## config.mk

```make
export PLATFORM = sky130hd
export DESIGN_NAME = pipe_stall_ctrl_flat
export DESIGN_NICKNAME = d
export VERILOG_FILES = /design/src/rtl/pipe_stall_ctrl_if.sv /design/src/rtl/pipe_stall_ctrl.sv /design/src/flat_wrapper.sv
export SDC_FILE = /design/constraint.sdc
export NUM_CORES = 1
export LEC_CHECK = 0
export BUFFER_PORTS_ARGS = -buffer_cell sky130_fd_sc_hd__buf_2
export CAP_MARGIN = 20
export CELL_PAD_IN_SITES_DETAIL_PLACEMENT = 0
export CELL_PAD_IN_SITES_GLOBAL_PLACEMENT = 1
export CORE_AREA = 5 5 85 87
export DETAILED_ROUTE_END_ITERATION = 6
export DIE_AREA = 0 0 90 92
export GPL_TIMING_DRIVEN = 0
export PLACE_DENSITY_LB_ADDON = 0.1
export SKIP_LAST_GASP = 1
export SYNTH_ARGS = -nofsm -noshare
export SYNTH_HDL_FRONTEND = slang
export SYNTH_SLANG_ARGS = --single-unit
```

## constraint.sdc

```tcl
create_clock -name clk -period 3.65 [get_ports clk]
set_input_delay 0 -clock clk [delete_from_list [all_inputs] [get_ports clk]]
set_output_delay 0 -clock clk [all_outputs]
set_load 0.005 [all_outputs]
```

## src/rtl/pipe_stall_ctrl_if.sv

```systemverilog
// Stall-controller bundle: stage stall requests and multi-cycle hold control in,
// stall vector and status out. The master side is the pipeline, the slave side the controller.
interface pipe_stall_ctrl_if #(
   parameter int unsigned MC_W  = 6,
   parameter int unsigned CNT_W = 32
);
   logic             stallreq_from_id;
   logic             stallreq_from_ex;
   logic             stallreq_from_mem;
   logic             mc_start;
   logic [MC_W-1:0]  mc_cycles;
   logic             mc_cancel;
   logic [5:0]       stall;
   logic             mc_busy;
   logic [CNT_W-1:0] stall_cycles;
   logic             stall_timeout;

   modport master (
      output stallreq_from_id, stallreq_from_ex, stallreq_from_mem,
      output mc_start, mc_cycles, mc_cancel,
      input  stall, mc_busy, stall_cycles, stall_timeout
   );

   modport slave (
      input  stallreq_from_id, stallreq_from_ex, stallreq_from_mem,
      input  mc_start, mc_cycles, mc_cancel,
      output stall, mc_busy, stall_cycles, stall_timeout
   );
endinterface

```

## src/rtl/pipe_stall_ctrl.sv

```systemverilog
// Pipeline stall controller: merges stage stall requests, holds EX for multi-cycle ops,
// counts stalled cycles and flags a stuck pipeline.
module pipe_stall_ctrl #(
   parameter int unsigned MC_W      = 6,
   parameter int unsigned MAX_STALL = 64,
   parameter int unsigned CNT_W     = 32
) (
   input logic              clk,
   input logic              rst,
   pipe_stall_ctrl_if.slave bus
);
   localparam int unsigned RUN_W = $clog2(MAX_STALL + 1);
   localparam logic [RUN_W-1:0] RunMax  = RUN_W'(MAX_STALL);
   localparam logic [RUN_W-1:0] RunTrip = RUN_W'(MAX_STALL - 1);

   typedef enum logic {StIdle, StBusy} state_e;

   state_e           state_q;
   logic [MC_W-1:0]  hold_q;
   logic [CNT_W-1:0] cnt_q;
   logic [RUN_W-1:0] run_q;
   logic             timeout_q;

   logic       mc_go;
   logic       ex_eff;
   logic [5:0] stall_vec;

   // A 0- or 1-cycle op completes within its issue cycle and needs no hold.
   assign mc_go  = (state_q == StIdle) && bus.mc_start && (bus.mc_cycles >= MC_W'(2));
   assign ex_eff = bus.stallreq_from_ex || ((state_q == StBusy) && !bus.mc_cancel) || mc_go;

   always_comb begin
      stall_vec = 6'b000000;
      if (!rst) begin
         if (bus.stallreq_from_mem)     stall_vec = 6'b011111;
         else if (ex_eff)               stall_vec = 6'b001111;
         else if (bus.stallreq_from_id) stall_vec = 6'b000111;
      end
   end

   always_ff @(posedge clk) begin
      if (rst) begin
         state_q   <= StIdle;
         hold_q    <= '0;
         cnt_q     <= '0;
         run_q     <= '0;
         timeout_q <= 1'b0;
      end else begin
         unique case (state_q)
            StIdle: begin
               if (mc_go) begin
                  hold_q  <= bus.mc_cycles - MC_W'(1);
                  state_q <= StBusy;
               end
            end
            StBusy: begin
               if (bus.mc_cancel || (hold_q == MC_W'(1))) begin
                  hold_q  <= '0;
                  state_q <= StIdle;
               end else begin
                  hold_q <= hold_q - MC_W'(1);
               end
            end
            default: state_q <= StIdle;
         endcase

         if (stall_vec[0]) begin
            if (cnt_q != {CNT_W{1'b1}}) cnt_q <= cnt_q + CNT_W'(1);
            if (run_q >= RunTrip)       timeout_q <= 1'b1;
            if (run_q != RunMax)        run_q <= run_q + RUN_W'(1);
         end else begin
            run_q <= '0;
         end
      end
   end

   assign bus.stall         = stall_vec;
   assign bus.mc_busy       = (state_q == StBusy);
   assign bus.stall_cycles  = cnt_q;
   assign bus.stall_timeout = timeout_q;
endmodule

```

## src/flat_wrapper.sv

```systemverilog
// flat-port wrapper written by rule: the top's interface ports become plain ports
module pipe_stall_ctrl_flat 
#(
   parameter int unsigned MC_W      = 6,
   parameter int unsigned MAX_STALL = 64,
   parameter int unsigned CNT_W     = 32
)
  (clk, rst, bus_stallreq_from_id, bus_stallreq_from_ex, bus_stallreq_from_mem, bus_mc_start, bus_mc_cycles, bus_mc_cancel, bus_stall, bus_mc_busy, bus_stall_cycles, bus_stall_timeout);
  pipe_stall_ctrl_if #(.MC_W(MC_W), .CNT_W(CNT_W)) bus_i ();
  input logic clk;
  input logic rst;
  input wire logic [$bits(bus_i.stallreq_from_id)-1:0] bus_stallreq_from_id;
  input wire logic [$bits(bus_i.stallreq_from_ex)-1:0] bus_stallreq_from_ex;
  input wire logic [$bits(bus_i.stallreq_from_mem)-1:0] bus_stallreq_from_mem;
  input wire logic [$bits(bus_i.mc_start)-1:0] bus_mc_start;
  input wire logic [$bits(bus_i.mc_cycles)-1:0] bus_mc_cycles;
  input wire logic [$bits(bus_i.mc_cancel)-1:0] bus_mc_cancel;
  output wire logic [$bits(bus_i.stall)-1:0] bus_stall;
  output wire logic [$bits(bus_i.mc_busy)-1:0] bus_mc_busy;
  output wire logic [$bits(bus_i.stall_cycles)-1:0] bus_stall_cycles;
  output wire logic [$bits(bus_i.stall_timeout)-1:0] bus_stall_timeout;
  assign bus_i.stallreq_from_id = bus_stallreq_from_id;
  assign bus_i.stallreq_from_ex = bus_stallreq_from_ex;
  assign bus_i.stallreq_from_mem = bus_stallreq_from_mem;
  assign bus_i.mc_start = bus_mc_start;
  assign bus_i.mc_cycles = bus_mc_cycles;
  assign bus_i.mc_cancel = bus_mc_cancel;
  assign bus_stall = bus_i.stall;
  assign bus_mc_busy = bus_i.mc_busy;
  assign bus_stall_cycles = bus_i.stall_cycles;
  assign bus_stall_timeout = bus_i.stall_timeout;
  pipe_stall_ctrl #(.MC_W(MC_W), .MAX_STALL(MAX_STALL), .CNT_W(CNT_W)) u_core (.clk(clk), .rst(rst), .bus(bus_i));
endmodule
```

==> summary.md, run 1 <==
| Metric | Value |
|---|---|
| Status | finished, final reports clean |
| GRT Overall Usage | between 15 and 20% |
| Worst Setup Path Type | flip-flop to flip-flop |
| Clock-pin slew on the worst setup and hold paths | roughly 0.080 ns |
| Antenna Cells | 0 |
| Initial drt markers | 149 |
| Syn Inst Count | approximately 310 |
| Most Crowded Layer GR | met2 |
| Worst slew pin tran | just over 0.7 ns |
| CP max stage cell | dfxtp_1 |
| Gates resized, CTS repair | 0 |
| Number of synthesized flops with an enable pin | 0 |
| H-Tree Depth | 2 |
| TritonRoute pass-1 iters | 4 |
| CP max stage delay | 0.35 ns |
| RSZ-0062 raised after global routing | no |
| DRT antenna net count | 0 |
| Sw Share | 26.39% |
| Post-synth top cells | dfxtp_1, nor2_1, a21oi_1 |
| Sequential cell area fraction in the yosys report | 34.80% |
| Fin crit period | approximately 2.3 ns |
| Critical path endpoint category | flip-flop |
| Hold_sp | rst |
| Finish-stage setup viols | 0 |
| Post-CTS Hold Fix Bufs | 0 |
| DRC | 0 |
| M3 GR Usage | 3.928% |
| Sequential share of power | between 50% and 60% |
| Post-DP Area | just over 3000 um2 |
| Largest family of logic cells by synthesized area | simple AND/OR/NAND/NOR gates |
| Tcrit/Tclk final | 62.38% |
| DIE WIDTH | around 90 um |
| Clock share of power | 31.4% |
| First-pass GRT wire length | around 12,000 um |
| Cts bufs inserted | 5 |
| Warning count from the yosys run | 0 |
| Buf+Inv Stages, Crit Path | 3 |
| Synth unique cells | 56 |
| Clock Skew | 0.007374 ns |
| Hold Crit Class | primary input to flip-flop |
| Die ar. | just over 8000 um2 |
| Clock Path Buffers | 2 |
| Clk_lat worst skew | around 0.30 ns |
| Post-synth top area cell | dfxtp_1 |
| M2 GR Usage | approximately 28% |
| Simple-gate area share of the yosys netlist | about 29% |
| Power per cell area | a little over 300 nW/um2 |
| Pwr Total | 972.6 uW |
| Via count | around 2,600 |
| TNS Setup | 0 ns |
| Top-count cell post-synth | dfxtp_1 |
| Nets | roughly 390 |
| Core ar. | 6277 um2 |
| Final WL | 7128 um |
| Compound-Gate Fraction of Synth Area | a little over a fifth |
| Max-cap violations | 0 |
| Syn_area_per_cell | approximately 8.6 um2 |
| Top_reg_cell synth | dfxtp_1 |
| Post-Syn Area | 2704 um2 |
| Crit Path Max Fanout | 10 |
| Remaining Overflow, GRT | 0 |
| CP arrival | around 2.4 ns |
| Pin count of the biggest net entering global routing | 14 |
| Layout Utilization | between 40% and 50% |
| Met1 Use GR | 24.08% |
| Worst setup slack after layout | 1.373 ns |
| Comb power frac | between 10% and 20% |
| Ports | 53 |
| Synth top area share | between 30% and 40% |
| CP delay by family, top | simple AND/OR/NAND/NOR gates |
| Internal Pwr Total | approximately 700 uW |
| CTS tree | done |
| Die Span Y | 92 um |
| Adder-cell share of the synthesized area | under 10% |
| Crit path required time | around 3.8 ns |
| Async SR Flop Fraction | 0% |
| FP Rows | 29 |
| Syn Nets | about 330 |
| Antenna violations before repair | 0 |
| Final hold vios | 0 |
| Layout cells sized above 1 | between 20% and 30% |
| Synth top area cells | dfxtp_1, a21oi_1, o31ai_1, nor2_1, or4_1 |
| DR WL/cell | 15.84 um |
| Pleak | 0.001228 uW |
| Crit path from | u_core.bus.stall_cycles[0] |
| Vias in the first global route | between 2,000 and 3,000 |
| Via density | a little under 6 |
| XOR/XNOR Fraction of Synth Area | approximately 3.2% |
| Area delta synth->final | 16.01% |
| Max Fclk | between 0.4 and 0.5 GHz |
| Port Buf Inserts | 51 |
| Setup crit start kind | flip-flop |
| Psw | 256.7 uW |
| GPL Wtd Cong | 0.7932 |
| Post-detail-place hpwl | approximately 5200 um |
| CP cell instances | ha_1 -> and2_1 -> and3_1 -> and3_1 -> buf_4 -> buf_6 -> buf_4 -> o41ai_1 -> a21oi_1 |
| Post-route cell area | approximately 3100 um2 |
| # Post-CTS Setup Buffers | 0 |
| Slew HR | a little over half |
| Slew Viols, Final | 0 |
| Synth Register Bits | 47 |
| Initial core utilization | 43.07% |
| Clock root buffer | clkbuf_8 |
| Post-synthesis mux area share | under 10% |
| Dpl ws | approximately 1.4 ns |
| VDD IR max | about 0.16 mV |
| Crit Reg-Reg Startpoint | u_core.bus.stall_cycles[0] |
| Clock tree sinks | 47 |
flip-flops by register name, summed over array words and instances, names as in the netlist:
name,count
u_core.bus.mc_busy,1
u_core.bus.stall_cycles,32
u_core.bus.stall_timeout,1
u_core.hold_q,6
u_core.run_q,7
cells by family after synthesis:
family / after synthesis
AO/OA/AOI/OAI: 82
buffers and inverters: 28
flip-flops: 47
other: 1
XOR/XNOR: 10
adder cells (fa/ha/maj): 7
multiplexers: 7
AND/OR/NAND/NOR: 132
final timing paths:
path / end / slack [ns] / depth (start not counted)
setup reg to reg: u_core.bus.stall_cycles[10] / 1.37 / 9
setup / recovery: u_core.bus.stall_cycles[10] / 1.37 / 9
hold reg to reg: u_core.bus.stall_timeout / 0.47 / 1
hold / removal: u_core.bus.stall_cycles[17] / 0.08 / 3
cells in the final DEF (no fill, tap or decap), drive strengths merged, types with 3 or more instances in the layout:
cell type / count
buf: 63
nor2b: 10
nand4: 10
nand2b: 3
o22ai: 4
nand3: 14
a21oi: 25
o41ai: 7
mux2: 6
o21ai: 9
or4b: 3
or3: 6
ha: 7
nor3: 5
xnor2: 5
and3: 6
and4: 6
clkbuf: 12
xor2: 5
nor2: 27
nand2: 15
o311ai: 4
o31ai: 15
and2: 3
o32a: 3
nor4: 5
dfxtp: 47
o21a: 3
inv: 11
or4: 13
layout make-up:
class,count,area (um2)
fill,636,3141
tap,77,96.34
timing repair buffer,51,255.2
multi-input combinational,239,1618
buffer,17,103.9
clock inverter,1,5.005
clock buffer,7,76.32
sequential,47,940.9
inverter,11,41.29
layer usage:
layer,routed length [um],part of all wire (%)
met1,3520,49
met2,3172,45
met3,347,4.9
met4,87,1.2
met5,0,0
stage by stage:
stage | hold slack (ns) | instances
after global routing | 0.08662 | 450
after global placement | 0.3155 | 442
after floorplan | 0.1169 | 314
final | 0.07605 | 450
after CTS | 0.07050 | 450
after detailed placement | 0.3177 | 442
tightest hold or removal path, cell delays in order:
cell,delay [ns]
buf_2,0.13
nor2b_1,0.10
mux2_1,0.12
power groups by stage:
| stage | Clock (uW) | Sequential, uW | Combinational [uW] |
|---|---|---|---|
| global route | 339 | 544 | 142 |
| global placement | 0 | 553 | 125 |
| detailed placement | 0 | 554 | 126 |
| floorplan | 0 | 551 | 85.5 |
| CTS | 321 | 542 | 127 |
| finish | 306 | 541 | 126 |
(Power assumes the default switching activity.)
==> run 2: changes to the inputs <==
Settings changed: CORE_AREA 5 5 85 87 to 5 5 92 94, DIE_AREA 0 0 90 92 to 0 0 97 99.
Clock period 3.65 ns to 1.9 ns, I/O delays scaled along.
==> summary.md, run 2 (synthesis gave the netlist of run 1 again) <==
| Metric | Value |
|---|---|
| Status | finished, violations left |
| Failing checks | negative setup slack |
| Hold path endpoint | u_core.hold_q[0] |
| Max reg flops | 32 |
| Clk_lat worst skew | a little over 0.3 ns |
| Worst Setup Path Type | flip-flop to flip-flop |
| Commonest non-fill, non-tap cell in the layout | buf_2 |
| DRT antenna net count | 0 |
| Worst setup slack after layout | -0.08000 ns |
| CP delay by family, top | simple AND/OR/NAND/NOR gates |
| GRT Overall Usage | between 10% and 20% |
| Worst slew pin tran | approximately 0.75 ns |
| Pleak | roughly 0.0015 uW |
| Crit Reg-Reg Endpoint | u_core.bus.stall_cycles[17] |
| Max Fclk | a little over 0.5 GHz |
| Most frequent cells in the layout | buf_2, buf_4, nor2_1, a21oi_1, dfxtp_1 |
| Layout Utilization | around 53% |
| Clock root buffer | clkbuf_8 |
| Initial drt markers | between 100 and 150 |
| DIE WIDTH | just under 100 um |
| Final hold vios | 0 |
| Port Buf Inserts | 51 |
| Fin crit period | 1.980 ns |
| CP max stage delay | approximately 0.35 ns |
| Slew Viols, Final | 0 |
| FP Rows | 32 |
| Clock Skew | roughly 0.016 ns |
| Reg2Reg Depth | 7 |
| Cts bufs inserted | 5 |
| Initial core utilization | between 30% and 40% |
| Antenna violations before repair | 0 |
| Tcrit/Tclk final | 104.2% |
| CP arrival | around 2.2 ns |
| CP cell instances | ha_4 -> and2_4 -> and3_4 -> and3_4 -> buf_12 -> nor4_4 -> mux2_4 |
| Layout cells sized above 1 | 44.66% |
| VDD IR max | 0.2589 mV |
| Vias in the first global route | ~2,600 |
| Clock Path Buffers | 2 |
| TritonRoute pass-1 iters | 4 |
| CTS tree | done |
| Area delta synth->final | 47.20% |
| Via count | just under 3,000 |
| DRC | 0 |
| Post-CTS Hold Fix Bufs | 0 |
| First-pass GRT wire length | about 13,000 um |
| DR WL/cell | 16.68 um |
| Critical path endpoint category | flip-flop |
| Hold_sp | bus_mc_cycles[0] |
| RSZ-0062 raised after global routing | yes |
| Hold Crit Class | primary input to flip-flop |
| Die ar. | slightly below 10,000 um2 |
| Pwr Total | roughly 2000 uW |
| Max-cap violations | 0 |
| Slew HR | 50.04% |
| GPL Wtd Cong | slightly below 0.8 |
| Clock-pin slew on the worst setup and hold paths | 0.10 ns |
| Clock tree sinks | 47 |
| Buf+Inv Stages, Crit Path | 1 |
| Remaining Overflow, GRT | 0 |
| Crit Path Max Fanout | 7 |
| Pin count of the biggest net entering global routing | 15 |
| Final WL | 8576 um |
| Fill cells | approximately 710 |
| Ports | 53 |
| Crit path top cell by count | and3_4 |
| CP max stage cell | dfxtp_2 |
| Crit path required time | approximately 2.1 ns |
| Antenna Cells | 0 |
| Number of cells on the critical path | 7 |
| Nets | 431 |
| Setup crit start kind | flip-flop |
| Finish-stage setup viols | 14 |
| Via density | 5.638 |
| H-Tree Depth | 2 |
| Crit Reg-Reg Startpoint | u_core.bus.stall_cycles[1] |
| Power per cell area | between 500 and 600 nW/um2 |
| Min-Delay Path Depth | 3 |
| R2R setup slack | -0.08 ns |
| Core ar. | between 7000 and 8000 um2 |
| Die Span Y | 99 um |
| Post-detail-place hpwl | between 5000 and 6000 um |
==> run 2: through the flow <==
stage	hold slack [ns]	area, um2	instances	TNS (ns)	worst slack [ns]
final	0.09514	3980	514	-0.4096	-0.08000
after global routing	0.1012	3980	514	-1.851	-0.1314
after CTS	0.08096	3622	496	-0.7182	-0.07548
after detailed placement	0.3172	3115	467	-6.316	-0.2658
after global placement	0.3235	3115	467	-6.479	-0.2707
after floorplan	0.1169	2733	314	-0.009304	-0.004465
==> run 2: worst max-delay path by stage <==
stage	end	start	slack, ns
global route	u_core.bus.stall_cycles[24]	u_core.bus.stall_cycles[12]	-0.13
floorplan	u_core.bus.stall_cycles[23]	u_core.bus.stall_cycles[0]	-0.004
global placement	u_core.bus.stall_cycles[6]	u_core.bus.stall_cycles[24]	-0.27
CTS	u_core.bus.stall_cycles[10]	u_core.bus.stall_cycles[0]	-0.08
detailed placement	u_core.bus.stall_cycles[21]	u_core.bus.mc_busy	-0.27
finish	u_core.bus.stall_cycles[17]	u_core.bus.stall_cycles[1]	-0.08
==> run 2: report_power, final <==
group | switching, uW | total [uW] | internal, uW
Clock | 369 | 701 | 332
Sequential | 29.8 | 1030 | 996
Combinational | 167 | 307 | 140
==> run 2: worst register-to-register path: stages (launching register included) <==
cell and delay, ns:
dfxtp_2 0.35, ha_4 0.15, and2_4 0.16, and3_4 0.19, and3_4 0.24, buf_12 0.17, nor4_4 0.29, mux2_4 0.32
==> run 2: what timing repair did <==
item	CTS	global route
pin swaps	19	22
gates cloned	3	1
endpoints found under the setup margin	35	37
buffers inserted	18	19
gates resized for setup	58	50
==> run 2: area by class of cell <==
class | instances | area [um2] | share of cell area [%]
Inverter | 11 | 41.29 | 1.037
Clock inverter | 1 | 7.507 | 0.1886
Multi-Input combinational cell | 240 | 1908 | 47.94
Tap cell | 102 | 127.6 | 3.207
Buffer | 15 | 133.9 | 3.364
Clock buffer | 7 | 96.34 | 2.421
Sequential cell | 47 | 1008 | 25.34
Timing Repair Buffer | 91 | 656.9 | 16.50
==> run 2: per-layer routing <==
layer  GRT usage (%)  wire length [um]
met5               0                 0
met4           4.536                69
met3           3.609               412
met2           27.60              4106
met1           21.72              3989
